[src/rtl/maindec_mc.sv]
// maindec_mc: multi-cycle LEGv8 main decoder FSM with memory handshake, retire counter and sticky fault flags.
// Define MAINDEC_MC_CBNZ_EN to decode 101_1010_1??? as CBNZ; otherwise that opcode is illegal.
module maindec_mc #(
    parameter int OP_W         = 11,
    parameter int CNT_W        = 16,
    parameter int MEM_WAIT_MAX = 15
) (
    input  logic             clk,
    input  logic             reset_n,
    input  logic             instr_valid,
    input  logic [OP_W-1:0]  Op,
    output logic             instr_ready,
    input  logic             mem_ack,
    output logic             Reg2Loc,
    output logic             ALUSrc,
    output logic             MemtoReg,
    output logic             RegWrite,
    output logic             MemRead,
    output logic             MemWrite,
    output logic             Branch,
    output logic             Uncondbranch,
    output logic [1:0]       ALUOp,
    output logic             PCWrite,
    output logic             illegal_op,
    output logic             mem_timeout,
    output logic [CNT_W-1:0] retired
);
    localparam int WAIT_W = $clog2(MEM_WAIT_MAX + 1);
    localparam logic [WAIT_W-1:0] WAIT_LAST = WAIT_W'(MEM_WAIT_MAX - 1);

    typedef enum logic [2:0] {FETCH, DECODE, EXEC, MEM, WB, HALT} state_t;
    typedef enum logic [2:0] {K_LDUR, K_STUR, K_CBR, K_RTYPE, K_B, K_ILL} cls_t;

    state_t            state, state_n;
    cls_t              cls;
    logic [OP_W-1:0]   op_q;
    logic [WAIT_W-1:0] wcnt;
    logic              is_cbnz, is_rtype, mem_op, timeout_hit;

`ifdef MAINDEC_MC_CBNZ_EN
    assign is_cbnz = op_q ==? 11'b10110101???;
`else
    assign is_cbnz = 1'b0;
`endif

    assign is_rtype = op_q == 11'b10001011000 || op_q == 11'b11001011000 ||
                      op_q == 11'b10001010000 || op_q == 11'b10101010000;

    assign cls = (op_q == 11'b11111000010)              ? K_LDUR  :
                 (op_q == 11'b11111000000)              ? K_STUR  :
                 (op_q ==? 11'b10110100??? || is_cbnz)  ? K_CBR   :
                 is_rtype                               ? K_RTYPE :
                 (op_q ==? 11'b000101?????)             ? K_B     : K_ILL;

    assign mem_op      = cls == K_LDUR || cls == K_STUR;
    assign timeout_hit = state == MEM && !mem_ack && wcnt == WAIT_LAST;

    always_comb begin
        state_n      = state;
        instr_ready  = 1'b0;
        Reg2Loc      = 1'b0;
        ALUSrc       = 1'b0;
        MemtoReg     = 1'b0;
        RegWrite     = 1'b0;
        MemRead      = 1'b0;
        MemWrite     = 1'b0;
        Branch       = 1'b0;
        Uncondbranch = 1'b0;
        ALUOp        = 2'b00;
        PCWrite      = 1'b0;
        // Reset overrides the current state so an abandoned instruction never pulses PCWrite
        if (!reset_n) begin
            instr_ready = 1'b1;
            state_n     = FETCH;
        end else begin
            case (state)
                FETCH: begin
                    instr_ready = 1'b1;
                    state_n     = instr_valid ? DECODE : FETCH;
                end
                DECODE: state_n = (cls == K_ILL) ? HALT : EXEC;
                EXEC: begin
                    ALUSrc       = mem_op;
                    ALUOp        = (cls == K_RTYPE) ? 2'b10 : (cls == K_CBR) ? 2'b01 : 2'b00;
                    Reg2Loc      = cls == K_CBR;
                    Branch       = cls == K_CBR;
                    Uncondbranch = cls == K_B;
                    PCWrite      = cls == K_CBR || cls == K_B;
                    state_n      = mem_op ? MEM : (cls == K_RTYPE) ? WB : FETCH;
                end
                MEM: begin
                    MemRead  = cls == K_LDUR;
                    MemWrite = cls == K_STUR;
                    Reg2Loc  = cls == K_STUR;
                    PCWrite  = mem_ack && cls == K_STUR;
                    state_n  = mem_ack ? ((cls == K_LDUR) ? WB : FETCH) : timeout_hit ? HALT : MEM;
                end
                WB: begin
                    RegWrite = 1'b1;
                    MemtoReg = cls == K_LDUR;
                    PCWrite  = 1'b1;
                    state_n  = FETCH;
                end
                default: state_n = HALT;
            endcase
        end
    end

    always_ff @(posedge clk) begin
        if (!reset_n) begin
            state       <= FETCH;
            op_q        <= '0;
            wcnt        <= '0;
            retired     <= '0;
            illegal_op  <= 1'b0;
            mem_timeout <= 1'b0;
        end else begin
            state <= state_n;
            if (state == FETCH && instr_valid) op_q <= Op;
            wcnt <= (state == MEM && !mem_ack) ? wcnt + WAIT_W'(1) : '0;
            if (PCWrite) retired <= retired + CNT_W'(1);
            if (state == DECODE && cls == K_ILL) illegal_op <= 1'b1;
            if (timeout_hit) mem_timeout <= 1'b1;
        end
    end
endmodule

[config.mk]
export PLATFORM = sky130hd
export DESIGN_NAME = maindec_mc
export DESIGN_NICKNAME = d
export VERILOG_FILES = /design/src/rtl/maindec_mc.sv
export SDC_FILE = /design/constraint.sdc
export NUM_CORES = 1
export LEC_CHECK = 0
export CAP_MARGIN = 5
export CORE_MARGIN = 5
export CORE_UTILIZATION = 40
export DETAILED_ROUTE_END_ITERATION = 16
export GPL_ROUTABILITY_DRIVEN = 0
export HOLD_SLACK_MARGIN = 0.15
export PLACE_DENSITY = 0.66
export SETUP_SLACK_MARGIN = 0.05
export SYNTH_ARGS = -nofsm -noshare
export SYNTH_HDL_FRONTEND = slang
export SYNTH_SLANG_ARGS = --single-unit
[constraint.sdc]
create_clock -name clk -period 5 [get_ports clk]
set_input_delay 1 -clock clk [delete_from_list [all_inputs] [get_ports clk]]
set_output_delay 1 -clock clk [all_outputs]
set_load 0.02 [all_outputs]
**Word-level counts from Yosys, hierarchy flattened**

Index checks and enable logic that the tools add are counted.

- Input bits: 15
- Flip-flop bits (word level): 36
- Output and inout bits: 30

- Reductions and logical operators: 14
- Equal/unequal tests: 18
- Add/sub/neg operators: 2
- Mux-type cells: 37

Operators by type and width:

| operator | number |
|---|---|
| == test 11 bit, second input constant | 6 |
| 2-to-1 mux 3 bit | 10 |
| 2-to-1 mux 1 bit | 21 |
| adder 16 x 1 -> 16 bit, second input constant | 1 |
| case mux 3 bit (5 select lines) | 1 |
| == test 3 x 2 -> 1 bit, second input constant | 4 |
| == test 3 bit, second input constant | 3 |
| == test 8 bit, second input constant | 1 |
| == test 3 x 1 -> 1 bit, second input constant | 2 |
| == test 6 x 3 -> 1 bit, second input constant | 1 |
| zero test 3 bit | 2 |
| 2-to-1 mux 2 bit | 3 |
| logical AND 1 bit | 5 |
| logical OR 1 bit | 5 |
| adder 4 x 1 -> 4 bit, second input constant | 1 |
| == test 4 bit, second input constant | 1 |
| case mux 1 bit (3 select lines) | 1 |
| case mux 1 bit (2 select lines) | 1 |
| AND reduction 2 bit | 1 |
| zero test 1 bit | 1 |

**Logic depth before layout (Yosys ltp)**

- Word-level depth: 13
- Gate-level depth with buffers: 6
- Depth with buffers taken out: 6

**Worst setup path before layout**

Ideal clock, no wire load.

- Kind: input to output
- From: input reset_n
- To: output Reg2Loc
- Stages: 4
- Slack: 1.734 ns
- Buffers on the path: 1
- Arrival: 2.266 ns
- Cell sequence: clkbuf_1 > nand3_1 > nor3b_1 > or2_1

- Word-level cells in the longest chain between the ends: 1

RTL lines:

| what | line | source |
|---|---|---|
| from (decl) | 9 | `input logic reset_n,` |
| 2-to-1 mux 1 bit | 72 | `if (!reset_n) begin` |
| to (decl) | 14 | `output logic Reg2Loc,` |

Every way passes these cells.

**Worst setup path after layout**

Same ends and word-level chain as after synthesis.

==> metrics <==
Tightest Pin Transition=0.590 ns; sequential area share after synthesis=0.374; worst r2r src=op_q[7]; Synth Cell Area=1930 um2; cts repair resizes=0; syn avg cell area=8.16 um2; most common flop cell mapped by yosys=dfxtp_1; # Max-Cap Violations=0; cells along the critical path=clkdlybuf4s50_1 -> nand2_1 -> nor3_2 -> and3_1 -> or2_1 -> clkdlybuf4s50_1; PwrDens=250 nW/um2; Die W=79.4 um; post-synth top area share=0.374; Leak=0.900 nW; Post-synth EDFFs=0; Slew headroom=0.603; Max IR drop VDD=0.000149 V; Clock Skews=0.00399 ns; Inserted Diodes=0; register bit count reported by yosys=36; Tcrit/Tclk final=0.789; share of flip-flops with an asynchronous set or reset=0; core outline area=4690 um2; CP endpoint kind=primary output; HPWL after DPL=3230 um; DRT Pass-1 Iters=5; TritonCTS clock tree=yes; CP Max Fanout=10; final net count=298; CP max-delay cell=clkdlybuf4s50_1; DRT Wirelength=4460 um; RSZ-0062 raised after global routing=no; Crit path max-delay family=buffers and inverters; CP Data Required Time=4.00 ns; H-tree depth=2; slowest stage delay, CP=0.68 ns; worst hold slack=0.460 ns; register clock-pin slew on the reported worst setup and hold paths=0.07 ns; # IOs=45; Yosys top cell by area=dfxtp_1; Setup crit start=reset_n; # rows=25; initial DRC count=58; layout cells sized above 1=0.0961; fin. max-slew vios=0; worst skew pair latency=0.29 ns; DR vias/cell=5.29; worst setup path end=Reg2Loc; Stages on worst setup path=6; Buf/Inv on CP=2; root buffer cell=clkbuf_8; DR DRC count=0; crit path launch type=input port; FF-to-FF setup slack=2.95 ns; Total Die Area=6310 um2; Setup Viol. Count Final=0; hold path startpoint=op_q[2]; hold_buf cts=0; Area Overhead vs Synth=30.7%; GR Overflow Total=0; post-route setup TNS=0 ns; drt wl/cell=13.3 um; yosys synthesis warning count=0; die height=79.4 um; Hold Vio Cnt, Final=0; ANT nets after route=0; CTS Sinks=36; distinct cell type count after synthesis=46; first-pass GRT wire length=7730 um; worst hold path class=register to register; Fill cells=481; Highest Clock Rate=254 MHz; outcome=finished, final reports clean; Mapped Cells=236; arrival time worst endpoint=2.94 ns; starting density of the core=0.411; Crit Path Class=input port to primary output; clock period minus worst slack=3.94 ns; crit-path most repeated cell=clkdlybuf4s50_1; Longest Clk Path Bufs=2; antenna violations before repair=0; post-CTS setup buffer count=0; PortBufs=44; Syn Nets=254; Reg2Reg Depth=6; main area contributors after synthesis=dfxtp_1, nand2_1, mux2i_1; pin count of the biggest net entering global routing=29; CTS Buf Count=5; vias in the first global route=1685; RR Endpoint=retired[6]; Total GRT Usage=0.153; vias post-DR=1772
[worst reg2reg max path, delay by kind of cell (launching register included)]
kind | cells | cell delay (ns)
AO/OA/AOI/OAI | 3 | 0.67
AND/OR/NAND/NOR | 1 | 0.54
flip-flops | 1 | 0.38
buffers and inverters | 1 | 0.22
multiplexers | 1 | 0.19
[logic make-up (layout without fill, tap and decap cells)]
group / count (synthesis) / in the layout / share of synthesized area
AND/OR/NAND/NOR: 123 / 123 / 0.339
XOR/XNOR: 2 / 2 / 0.00909
AO/OA/AOI/OAI: 44 / 44 / 0.150
multiplexers: 15 / 15 / 0.0786
adder cells (fa/ha/maj): 3 / 3 / 0.0195
buffers and inverters: 13 / 58 / 0.0299
flip-flops: 36 / 36 / 0.374
[flip-flops by register name, summed over array words and instances, names as in the netlist]
| name | count |
|---|---|
| mem_timeout | 1 |
| retired | 16 |
| wcnt | 4 |
| state | 3 |
| op_q | 11 |
| illegal_op | 1 |
[where the power goes]
| part | switching (W) | internal (W) | leakage (nW) |
|---|---|---|---|
| logic | 0.0000351 | 0.0000303 | 0.553 |
| clock network | 0.000108 | 0.000148 | 0.0552 |
| registers | 0.0000115 | 0.000296 | 0.292 |
| total | 0.000155 | 0.000474 | 0.900 |
[metal layers]
metal / routed length [um] / vias up / track usage
li1: - / 908 / -
met5: 0 / - / 0
met1: 2070 / 817 / 0.192
met4: 50 / 0 / 0.0464
met2: 2080 / 42 / 0.254
met3: 249 / 5 / 0.0429
[synth_stat cells (all sizes together) (2+ instances only)]
library cell  instances
buf                   3
nor3                  6
and3                  8
inv                   2
nor4                  3
and2                  2
ha                    3
nor3b                 2
dfxtp                36
a21oi                26
or2                   3
o21ai                 6
mux2i                14
nand4                 3
nand2b               15
a31oi                 2
nand3b                3
a211oi                2
nand2                48
clkbuf                7
o211ai                3
nor2                 14
nand3                10
a22oi                 2
[layout make-up]
class | count | area, um2 | area share
Multi-Input combinational cell | 187 | 1150 | 0.456
Sequential cell | 36 | 721 | 0.286
Timing Repair Buffer | 47 | 463 | 0.184
Clock buffer | 6 | 72.6 | 0.0288
Tap cell | 54 | 67.6 | 0.0268
Clock inverter | 2 | 35.0 | 0.0139
Inverter | 3 | 11.3 | 0.00447
[stage by stage]
| step | setup slack, ns | area (um2) | util | total power, W | cells |
|---|---|---|---|---|---|
| 2_1_floorplan | 1.73 | 1930 | - | 0.000353 | 236 |
| 3_3_place_gp | 1.08 | 2410 | 0.514 | 0.000379 | 327 |
| 3_5_place_dp | 1.05 | 2410 | 0.514 | 0.000380 | 327 |
| 4_1_cts | 1.04 | 2520 | 0.537 | 0.000637 | 335 |
| 5_1_grt | 0.890 | 2520 | 0.537 | 0.000658 | 335 |
| 6_report | 1.06 | 2520 | 0.537 | 0.000629 | 335 |
[layout by cell type, fill, tap and decap left out, drive strengths merged, types with 2 or more instances in the layout]
master	synthesis	layout
buf	3	3
or2	3	3
clkbuf	7	6
nand2	48	48
nand2b	15	15
a22oi	2	2
nand3b	3	3
dfxtp	36	36
clkdlybuf4s50	0	44
clkinv	1	2
o21ai	6	6
a21oi	26	26
inv	2	2
nand3	10	10
nor3	6	6
and3	8	8
a211oi	2	2
o211ai	3	3
nand4	3	3
ha	3	3
nor4	3	3
and2	2	2
nor3b	2	2
mux2i	14	14
a31oi	2	2
nor2	14	14
[worst min path at each step]
| stage | cells after the start | slack, ns | to |
|---|---|---|---|
| floorplan | 1 | 0.43 | wcnt[0] |
| global placement | 1 | 0.45 | wcnt[0] |
| detailed placement | 2 | 0.45 | op_q[2] |
| CTS | 2 | 0.46 | op_q[2] |
| global route | 2 | 0.48 | op_q[2] |
| finish | 2 | 0.46 | op_q[2] |
Note: power is estimated with default switching activity, not from simulation.
